===== src/rtl/mcoc_fetch_pfq_pkg.sv =====
// Shared widths, defaults and types for the instruction prefetch queue.
// Count width leaves room for a completely full queue (0..QDEPTH).
package mcoc_fetch_pkg;
   localparam int          QDEPTH_DEF = 4;
   localparam logic [15:0] RSTVEC_DEF = 16'h0000;
   localparam int          HW_W       = 16;
   localparam int          AW         = 16;

   function automatic int cnt_width(int depth);
      return $clog2(depth) + 1;
   endfunction

   localparam int CNT_W = cnt_width(QDEPTH_DEF);

   typedef logic [HW_W-1:0] hword_t;
   typedef logic [AW-1:0]   addr_t;
endpackage


===== src/rtl/mcoc_fetch_pfq_if.sv =====
// Program-memory fetch port plus the halfword delivery port towards the decoder.
interface mcoc_fetch_pfq_if;
   import mcoc_fetch_pkg::*;

   logic         fen;
   logic         fcmdl;
   addr_t        fadr;
   logic [31:0]  fdat;
   logic         jmp;
   addr_t        jadr;
   logic         ivld;
   logic         irdy;
   hword_t       idat;
   addr_t        iadr;

   modport master (
      output fen, fcmdl, fadr, ivld, idat, iadr,
      input  fdat, jmp, jadr, irdy
   );

   modport slave (
      input  fen, fcmdl, fadr, ivld, idat, iadr,
      output fdat, jmp, jadr, irdy
   );
endinterface


===== src/rtl/mcoc_pfq_fifo.sv =====
// Halfword FIFO: writes 0, 1 or 2 entries per cycle, reads at most one.
// Flush wins over push/pop; the caller guarantees no overflow or empty pop.
module mcoc_pfq_fifo
   import mcoc_fetch_pkg::*;
#(
   parameter int DEPTH = QDEPTH_DEF
) (
   input  logic                        clk,
   input  logic                        rst_n,
   input  logic                        flush_i,
   input  logic [1:0]                  push_n_i,
   input  hword_t                      push0_i,
   input  hword_t                      push1_i,
   input  logic                        pop_i,
   output hword_t                      head_o,
   output logic [cnt_width(DEPTH)-1:0] cnt_o
);
   localparam int CW = cnt_width(DEPTH);
   localparam int PW = $clog2(DEPTH);

   hword_t          mem_q [DEPTH];
   logic [PW-1:0]   wr_q;
   logic [PW-1:0]   rd_q;
   logic [PW-1:0]   wr1;
   logic [CW-1:0]   cnt_q;

   assign wr1 = wr_q + PW'(1);

   always_ff @(posedge clk) begin
      if (!rst_n) begin
         for (int i = 0; i < DEPTH; i++) begin
            mem_q[i] <= '0;
         end
         wr_q  <= '0;
         rd_q  <= '0;
         cnt_q <= '0;
      end else if (flush_i) begin
         wr_q  <= '0;
         rd_q  <= '0;
         cnt_q <= '0;
      end else begin
         if (push_n_i != 2'd0) begin
            mem_q[wr_q] <= push0_i;
         end
         if (push_n_i == 2'd2) begin
            mem_q[wr1] <= push1_i;
         end
         wr_q  <= wr_q + PW'(push_n_i);
         rd_q  <= rd_q + PW'(pop_i);
         cnt_q <= cnt_q + CW'(push_n_i) - CW'(pop_i);
      end
   end

   assign head_o = mem_q[rd_q];
   assign cnt_o  = cnt_q;
endmodule


===== src/rtl/mcoc_fetch_pfq.sv =====
// Prefetch queue: 32-bit word fetches (1-cycle read latency) split into halfwords, upper first.
// Redirect flushes the queue and drops the fetch still returning; fetch only issues if it surely fits.
module mcoc_fetch_pfq
   import mcoc_fetch_pkg::*;
#(
   parameter int          QDEPTH = QDEPTH_DEF,
   parameter logic [15:0] RSTVEC = RSTVEC_DEF
) (
   input logic               clk,
   input logic               rst_n,
   mcoc_fetch_pfq_if.master  pfq_if
);
   localparam int CW = cnt_width(QDEPTH);

   addr_t           fpc_q, fpc_d;
   addr_t           hpc_q, hpc_d;
   logic            inflight_q;
   logic            skip_q, skip_d;
   logic            squash_q;
   logic [CW-1:0]   cnt;
   hword_t          head;
   logic [CW:0]     demand;
   logic            issue;
   logic            ret;
   logic            pop;
   logic [1:0]      push_n;

   // Occupancy plus the two halfwords a pending fetch may still deliver.
   always_comb begin
      demand = (CW+1)'(cnt) + (inflight_q ? (CW+1)'(2) : (CW+1)'(0));
      issue  = rst_n & ~pfq_if.jmp & (demand <= (CW+1)'(QDEPTH - 2));
      ret    = inflight_q & ~squash_q & ~pfq_if.jmp;
      push_n = ret ? (skip_q ? 2'd1 : 2'd2) : 2'd0;
      pop    = (cnt != '0) & pfq_if.irdy & ~pfq_if.jmp;
   end

   always_comb begin
      fpc_d  = fpc_q;
      hpc_d  = hpc_q;
      skip_d = skip_q;
      if (pfq_if.jmp) begin
         fpc_d  = pfq_if.jadr & 16'hFFFC;
         hpc_d  = pfq_if.jadr & 16'hFFFE;
         skip_d = pfq_if.jadr[1];
      end else begin
         if (issue) begin
            fpc_d = fpc_q + 16'd4;
         end
         if (pop) begin
            hpc_d = hpc_q + 16'd2;
         end
         if (ret && skip_q) begin
            skip_d = 1'b0;
         end
      end
   end

   always_ff @(posedge clk) begin
      if (!rst_n) begin
         fpc_q      <= RSTVEC;
         hpc_q      <= RSTVEC;
         inflight_q <= 1'b0;
         skip_q     <= RSTVEC[1];
         squash_q   <= 1'b0;
      end else begin
         fpc_q      <= fpc_d;
         hpc_q      <= hpc_d;
         inflight_q <= issue;
         skip_q     <= skip_d;
         squash_q   <= pfq_if.jmp & (inflight_q | issue);
      end
   end

   mcoc_pfq_fifo #(.DEPTH(QDEPTH)) u_fifo (
      .clk      (clk),
      .rst_n    (rst_n),
      .flush_i  (pfq_if.jmp),
      .push_n_i (push_n),
      .push0_i  (skip_q ? pfq_if.fdat[15:0] : pfq_if.fdat[31:16]),
      .push1_i  (pfq_if.fdat[15:0]),
      .pop_i    (pop),
      .head_o   (head),
      .cnt_o    (cnt)
   );

   assign pfq_if.fen   = issue;
   assign pfq_if.fcmdl = 1'b1;
   assign pfq_if.fadr  = fpc_q & 16'hFFFC;
   assign pfq_if.ivld  = (cnt != '0);
   assign pfq_if.idat  = head;
   assign pfq_if.iadr  = hpc_q;
endmodule


===== src/flat_wrapper.sv =====
// flat-port wrapper written by rule: the top's interface ports become plain ports
module mcoc_fetch_pfq_flat import mcoc_fetch_pkg::*;
#(
   parameter int          QDEPTH = QDEPTH_DEF,
   parameter logic [15:0] RSTVEC = RSTVEC_DEF
)
  (clk, rst_n, pfq_if_fen, pfq_if_fcmdl, pfq_if_fadr, pfq_if_ivld, pfq_if_idat, pfq_if_iadr, pfq_if_fdat, pfq_if_jmp, pfq_if_jadr, pfq_if_irdy);
  mcoc_fetch_pfq_if pfq_if_i ();
  input logic clk;
  input logic rst_n;
  output wire logic [$bits(pfq_if_i.fen)-1:0] pfq_if_fen;
  output wire logic [$bits(pfq_if_i.fcmdl)-1:0] pfq_if_fcmdl;
  output wire logic [$bits(pfq_if_i.fadr)-1:0] pfq_if_fadr;
  output wire logic [$bits(pfq_if_i.ivld)-1:0] pfq_if_ivld;
  output wire logic [$bits(pfq_if_i.idat)-1:0] pfq_if_idat;
  output wire logic [$bits(pfq_if_i.iadr)-1:0] pfq_if_iadr;
  input wire logic [$bits(pfq_if_i.fdat)-1:0] pfq_if_fdat;
  input wire logic [$bits(pfq_if_i.jmp)-1:0] pfq_if_jmp;
  input wire logic [$bits(pfq_if_i.jadr)-1:0] pfq_if_jadr;
  input wire logic [$bits(pfq_if_i.irdy)-1:0] pfq_if_irdy;
  assign pfq_if_fen = pfq_if_i.fen;
  assign pfq_if_fcmdl = pfq_if_i.fcmdl;
  assign pfq_if_fadr = pfq_if_i.fadr;
  assign pfq_if_ivld = pfq_if_i.ivld;
  assign pfq_if_idat = pfq_if_i.idat;
  assign pfq_if_iadr = pfq_if_i.iadr;
  assign pfq_if_i.fdat = pfq_if_fdat;
  assign pfq_if_i.jmp = pfq_if_jmp;
  assign pfq_if_i.jadr = pfq_if_jadr;
  assign pfq_if_i.irdy = pfq_if_irdy;
  mcoc_fetch_pfq #(.QDEPTH(QDEPTH), .RSTVEC(RSTVEC)) u_core (.clk(clk), .rst_n(rst_n), .pfq_if(pfq_if_i));
endmodule

===== config.mk =====
export PLATFORM = sky130hd
export DESIGN_NAME = mcoc_fetch_pfq_flat
export DESIGN_NICKNAME = d
export VERILOG_FILES = /design/src/rtl/mcoc_fetch_pfq_pkg.sv /design/src/rtl/mcoc_fetch_pfq_if.sv /design/src/rtl/mcoc_pfq_fifo.sv /design/src/rtl/mcoc_fetch_pfq.sv /design/src/flat_wrapper.sv
export SDC_FILE = /design/constraint.sdc
export NUM_CORES = 1
export LEC_CHECK = 0
export ABC_AREA = 1
export BUFFER_PORTS_ARGS = -buffer_cell sky130_fd_sc_hd__buf_2
export CAP_MARGIN = 5
export CORE_ASPECT_RATIO = 0.6
export CORE_MARGIN = 4
export CORE_UTILIZATION = 50
export CTS_CLUSTER_SIZE = 24
export DETAILED_ROUTE_END_ITERATION = 8
export GPL_TIMING_DRIVEN = 0
export PLACE_DENSITY = 0.73
export SLEW_MARGIN = 30
export SYNTH_ARGS = -nofsm -noshare
export SYNTH_HDL_FRONTEND = slang
export SYNTH_SLANG_ARGS = --single-unit

===== constraint.sdc =====
create_clock -name clk -period 4 [get_ports clk]
set_input_delay 0.2 -clock clk [delete_from_list [all_inputs] [get_ports clk]]
set_output_delay 0.2 -clock clk [all_outputs]
set_load 0.02 [all_outputs]

Word level (Yosys, flattened, before mapping)
Memory sizes are Yosys's and may differ from the RTL's. A register that Yosys moved wholly into a read port is not among the register bits.
Cells that the tools add are included.
{ "totals": {"wordCells": 67, "inputBits": 52, "reg_bits": 42, "memories": 1, "ram_bits": 64} }
{ "mem_list": {"columns": ["name", "words", "width", "rd", "rd_clocked_by_memory_dff", "write_ports", "line_no", "text"], "rows": [
  ["u_core.u_fifo.mem_q", 4, 16, 1, 1, 4, "mcoc_pfq_fifo.sv:21", "hword_t mem_q [DEPTH];"]
]} }
{ "op_classes": {"magnitude_cmp": 1, "n_mux": 26, "n_eq_ne": 1, "n_reduce_logical": 9, "addsub": 8, "bitwise": 11} }
{ "op_table": {"columns": ["operator", "count"], "rows": [
  ["2-to-1 mux 16 bit", 7],
  ["OR reduction 16 bit", 2],
  ["adder 16 x 2 -> 16 bit (second input constant)", 1],
  ["adder 16 x 3 -> 16 bit (second input constant)", 1],
  ["2-to-1 mux 1 bit", 13],
  ["2-to-1 mux 2 bit", 6],
  ["nonzero test 2 bit", 4],
  ["AND 1 bit", 7],
  ["adder 3 x 4 -> 4 bit", 1],
  ["less-or-equal comparator 4 x 2 -> 1 bit (second input constant)", 1],
  ["adder 3 x 2 -> 3 bit", 1],
  ["NOT 1 bit", 3],
  ["nonzero test 3 bit", 1],
  ["subtractor 3 x 1 -> 3 bit", 1],
  ["adder 2 x 1 -> 2 bit", 1],
  ["adder 2 x 1 -> 2 bit (second input constant)", 1],
  ["adder 2 bit", 1],
  ["== test 2 bit (second input constant)", 1],
  ["OR reduction 2 bit", 1],
  ["logical AND 1 bit", 1],
  ["OR 1 bit", 1]
]} }

Longest topological paths before layout
{ "depth": {"ltp_word": 11, "mapped_depth": 11} }

Hierarchy
A second synthesis with hierarchy kept.
{ "unflattened": {"hier_cells": 885, "area_unflattened_um2": 6431.2} }
{ "modules_own_cells": {"columns": ["module", "cells_each", "area_per_inst_um2", "instances", "seq_area_each_um2"], "rows": [
  ["mcoc_pfq_fifo", 512, 4182.8, 1, 2062.0],
  ["mcoc_fetch_pfq", 373, 2248.4, 1, 640.6]
]} }

Worst setup path before layout
No wires, ideal clock.
{ "synth_path": {"path_type": "flip-flop to flip-flop", "start": "reg u_core.inflight_q", "end": "mem u_core.u_fifo.mem_q[3][0] (netlist name) (enable)", "path_buffers": 0, "path_slack_ns": 1.542, "arrival_ns": 2.046, "setup_ns": 0.411, "path_stages_with_launch": 7, "period_less_slack_ns": 2.458, "t_required_ns": 3.589, "path_cell_list": "dfxtp_1 -> inv_1 -> nor2_1 -> nand2_2 -> nor2_4 -> nand2_4 -> o21ai_0"} }
{ "synth_lines": {"columns": ["element", "line_no", "text"], "rows": [
  ["from (decl)", "mcoc_fetch_pfq.sv:17", "logic inflight_q;"],
  ["from (signal assigned)", "mcoc_fetch_pfq.sv:68", "inflight_q <= issue;"],
  ["to (decl)", "mcoc_pfq_fifo.sv:21", null]
]} }

Final worst setup path
{ "layout_path": {"start": "reg u_core.skip_q", "end": "reg u_core.u_fifo.cnt_q[2] (netlist: u_core.u_fifo.cnt_o[2])"} }
{ "layout_between": {"elab_chain_len": 4} }
{ "layout_lines": {"columns": ["element", "line_no", "text"], "rows": [
  ["from (decl)", "mcoc_fetch_pfq.sv:18", "logic skip_q, skip_d;"],
  ["from (signal assigned)", "mcoc_fetch_pfq.sv:63", "skip_q <= RSTVEC[1];"],
  ["from (signal assigned)", "mcoc_fetch_pfq.sv:69", "skip_q <= skip_d;"],
  ["2-to-1 mux 2 bit (2 in a row)", "mcoc_fetch_pfq.sv:33", "push_n = ret ? (skip_q ? 2'd1 : 2'd2) : 2'd0;"],
  ["adder 3 x 2 -> 3 bit", "mcoc_pfq_fifo.sv:50", "cnt_q <= cnt_q + CW'(push_n_i) - CW'(pop_i);"],
  ["subtractor 3 x 1 -> 3 bit", "mcoc_pfq_fifo.sv:50", null],
  ["to (signal assigned)", "mcoc_pfq_fifo.sv:50", null],
  ["to (decl)", "mcoc_pfq_fifo.sv:25", "logic [CW-1:0] cnt_q;"]
]} }
Every way passes these cells.
A chain may end at the register's enable or synchronous reset.

==> summary.txt <==
Die height: 89.6 um
Reg clk slew, reported paths: 0.06 ns
Largest net degree at the start of global routing: 17
Layout area overhead: 17.1%
Die Wd: 144 um
FMAX: 0.390 GHz
Final Skew: 0.00371 ns
Ys async rst share: 0%
Tightest Hold Check Type: input port to register
Post-route ant nets: 0
Slew Limit Fails: 0
Total grt overflow: 0
Number of synthesized flops with an enable pin: 64
First-pass GRT wire length: 26500 um
Worst-skew pair later-pin latency: 0.34 ns
Ys Warns: 0
Hold Vio Cnt, Final: 0
TritonCTS clock tree: done
Worst Tran Pin Value: 0.874 ns
Setup bufs post-CTS: 0
TNS Setup: 0 ns
Worst Setup End Kind: register
Clk sinks: 103
Post-DP HPWL: 12500 um
Static Leak: 2.71 nW
Critical R2R Launch: u_core.skip_q
Relative slew slack: 41.6%
CP Launch Type: register
Antenna diodes: 0
Std-Cell Rows: 29
Unique masters post-synth: 33
Capturing point of the worst reg2reg path: u_core.u_fifo.cnt_o[2]
Filler instances: 960
Drt total wl: 17400 um
Htree depth: 3
Die area: 0.0129 sq mm
All-Layer GR Usage: 26.9%
Root buffer cell: clkbuf_16
Synthesized area: 0.00555 sq mm
Post-Syn Instances: 686
Tmin final: 2.56 ns
Routability cong.: 0.942
Avg Cell Area, Syn: 8.09 sq um
Post-synth top area share: 34.6%
CTS buffer count: 9
Initial Util: 51.9%
Seq cells post-synth: 103
WHS: 0.151 ns
WL per Instance: 18.5 um
RSZ-0062 raised after global routing: no
Main synth FF type: edfxtp_1
Area of the multi-input gates: 0.00242 sq mm
Initial DRC count: 611
CP arrival: 2.84 ns
Post-CTS Hold Fix Bufs: 0
Initial antenna violation count: 0
Most frequent cells in the layout: nand2_1 (126), buf_2 (104), nor2_1 (79), o21ai_0 (78), inv_1 (72)
Largest cells by area after synthesis: edfxtp_1 (35%), dfxtp_1 (14%), nand2_1 (8.5%)
Period utilization: 64.1%
Ports: 103
Worst vdd ir: 0.000218 V
CP required: 4.28 ns
Via density per instance: 5.95
Max Root-Sink Buffers: 2
Register Area: 0.00270 sq mm
Worst-path maximum fanout: 10
Via count: 5597
Setup CP Type: register to register
Fin nets: 858
Status: finished, final reports clean
Share of layout cells above drive strength 1: 17.2%
Register area share after synthesis: 48.7%
CP startpoint: u_core.skip_q
Core Region: 0.0107 sq mm
DR pass1 iterations: 5
Most common cell after layout, fill and taps aside: nand2_1
Remaining DRCs: 0
R2R Setup Slk: 1.44 ns
Pwr per Cell Area: 355 mW/mm^2
Post-cts resize count: 0
Worst r2r path cells: 8
IO buf count: 97
Vias in the first global route: 5183
MaxCap Viol Count: 0
Final Setup Violations: 0
Critical Path Sink: u_core.u_fifo.cnt_o[2]
Yosys top cell by area: edfxtp_1
[sequential cells by signal, summed over array words and instances (netlist names)]
name                 flops
u_core.squash_q          1
u_core.u_fifo.wr_q       2
u_core.u_fifo.cnt_o      3
u_core.inflight_q        1
u_core.u_fifo.mem_q     64
u_core.skip_q            1
u_core.fpc_q            14
u_core.u_fifo.rd_q       2
u_core.pfq_if.iadr      15
[worst max-delay path, cell delays in order, from the launching register on]
cell	delay, ns
dfxtp_1	0.44
clkbuf_1	0.54
nand2_1	0.16
ha_1	0.31
inv_1	0.04
ha_1	0.18
fa_1	0.38
or2_2	0.32
a21oi_1	0.12
[worst min-delay path by stage]
| stage | end | cells after the start | from | slack, ns |
|---|---|---|---|---|
| detailed placement | u_core.squash_q | 2 | u_core.inflight_q | 0.46 |
| floorplan | u_core.pfq_if.iadr[12] | 2 | rst_n | 0.34 |
| global placement | u_core.squash_q | 2 | u_core.inflight_q | 0.46 |
| finish | u_core.u_fifo.mem_q[3][13] | 3 | pfq_if_fdat[13] | 0.15 |
| CTS | u_core.u_fifo.mem_q[3][13] | 3 | pfq_if_fdat[13] | 0.15 |
| global route | u_core.u_fifo.mem_q[3][10] | 3 | pfq_if_fdat[10] | 0.16 |
[power breakdown]
part           total, mW  switching, mW  leakage [nW]  internal (mW)
Clock              0.781          0.367         0.119          0.414
Combinational      0.311          0.214          1.61         0.0972
Sequential          1.22         0.0372         0.981           1.18
[cells in the mapped netlist (3+ instances only)]
cell and instances:
nand3_1 33, o21ai_0 79, o22ai_1 62, clkbuf_1 21, nor2_1 79, nand2_2 3, ha_1 8, nor2_4 3
a31oi_1 4, xor2_1 7, inv_2 4, xnor2_1 3, edfxtp_1 64, inv_1 72, a21oi_1 30, dfxtp_1 39
buf_4 5, buf_2 7, nand4_1 8, nand2_1 126, o211ai_1 15
[per-layer routing]
metal | vias up | wire, um | global-route usage [%]
li1 | 2592 | - | -
met3 | 20 | 2220 | 7.04
met1 | 2654 | 7450 | 39.6
met5 | - | 0 | 0
met4 | 0 | 205 | 6.67
met2 | 331 | 7480 | 39.8
[through the flow]
| stage | power [mW] | cells | instance area [sq um] | utilization [%] | worst slack (ns) |
|---|---|---|---|---|---|
| after floorplan | 1.42 | 688 | 5560 | - | 1.54 |
| after global placement | 1.53 | 924 | 6220 | 58.1 | 0.219 |
| after detailed placement | 1.54 | 925 | 6240 | 58.3 | 1.23 |
| after CTS | 2.30 | 940 | 6490 | 60.6 | 1.29 |
| after global routing | 2.39 | 940 | 6500 | 60.7 | 1.30 |
| final | 2.31 | 940 | 6500 | 60.7 | 1.44 |
[layout make-up]
class	count	share of cell area (%)
Tap cell	139	2.68
Inverter	77	4.45
Clock buffer	12	3.64
Multi-Input combinational cell	472	37.2
Buffer	36	2.64
Timing Repair Buffer	98	7.70
Sequential cell	103	41.6
Clock inverter	3	0.173
[kinds of logic (layout without fill, tap and decap cells)]
group	after synthesis	count (layout)	share of synthesized area, %
adder cells (fa/ha/maj)	9	9	2.16
other	2	4	0.135
flip-flops	103	103	48.7
XOR/XNOR	10	10	1.58
buffers and inverters	113	226	8.30
AO/OA/AOI/OAI	191	191	19.5
AND/OR/NAND/NOR	258	258	19.7
Note: power is estimated with default switching activity, not from simulation.
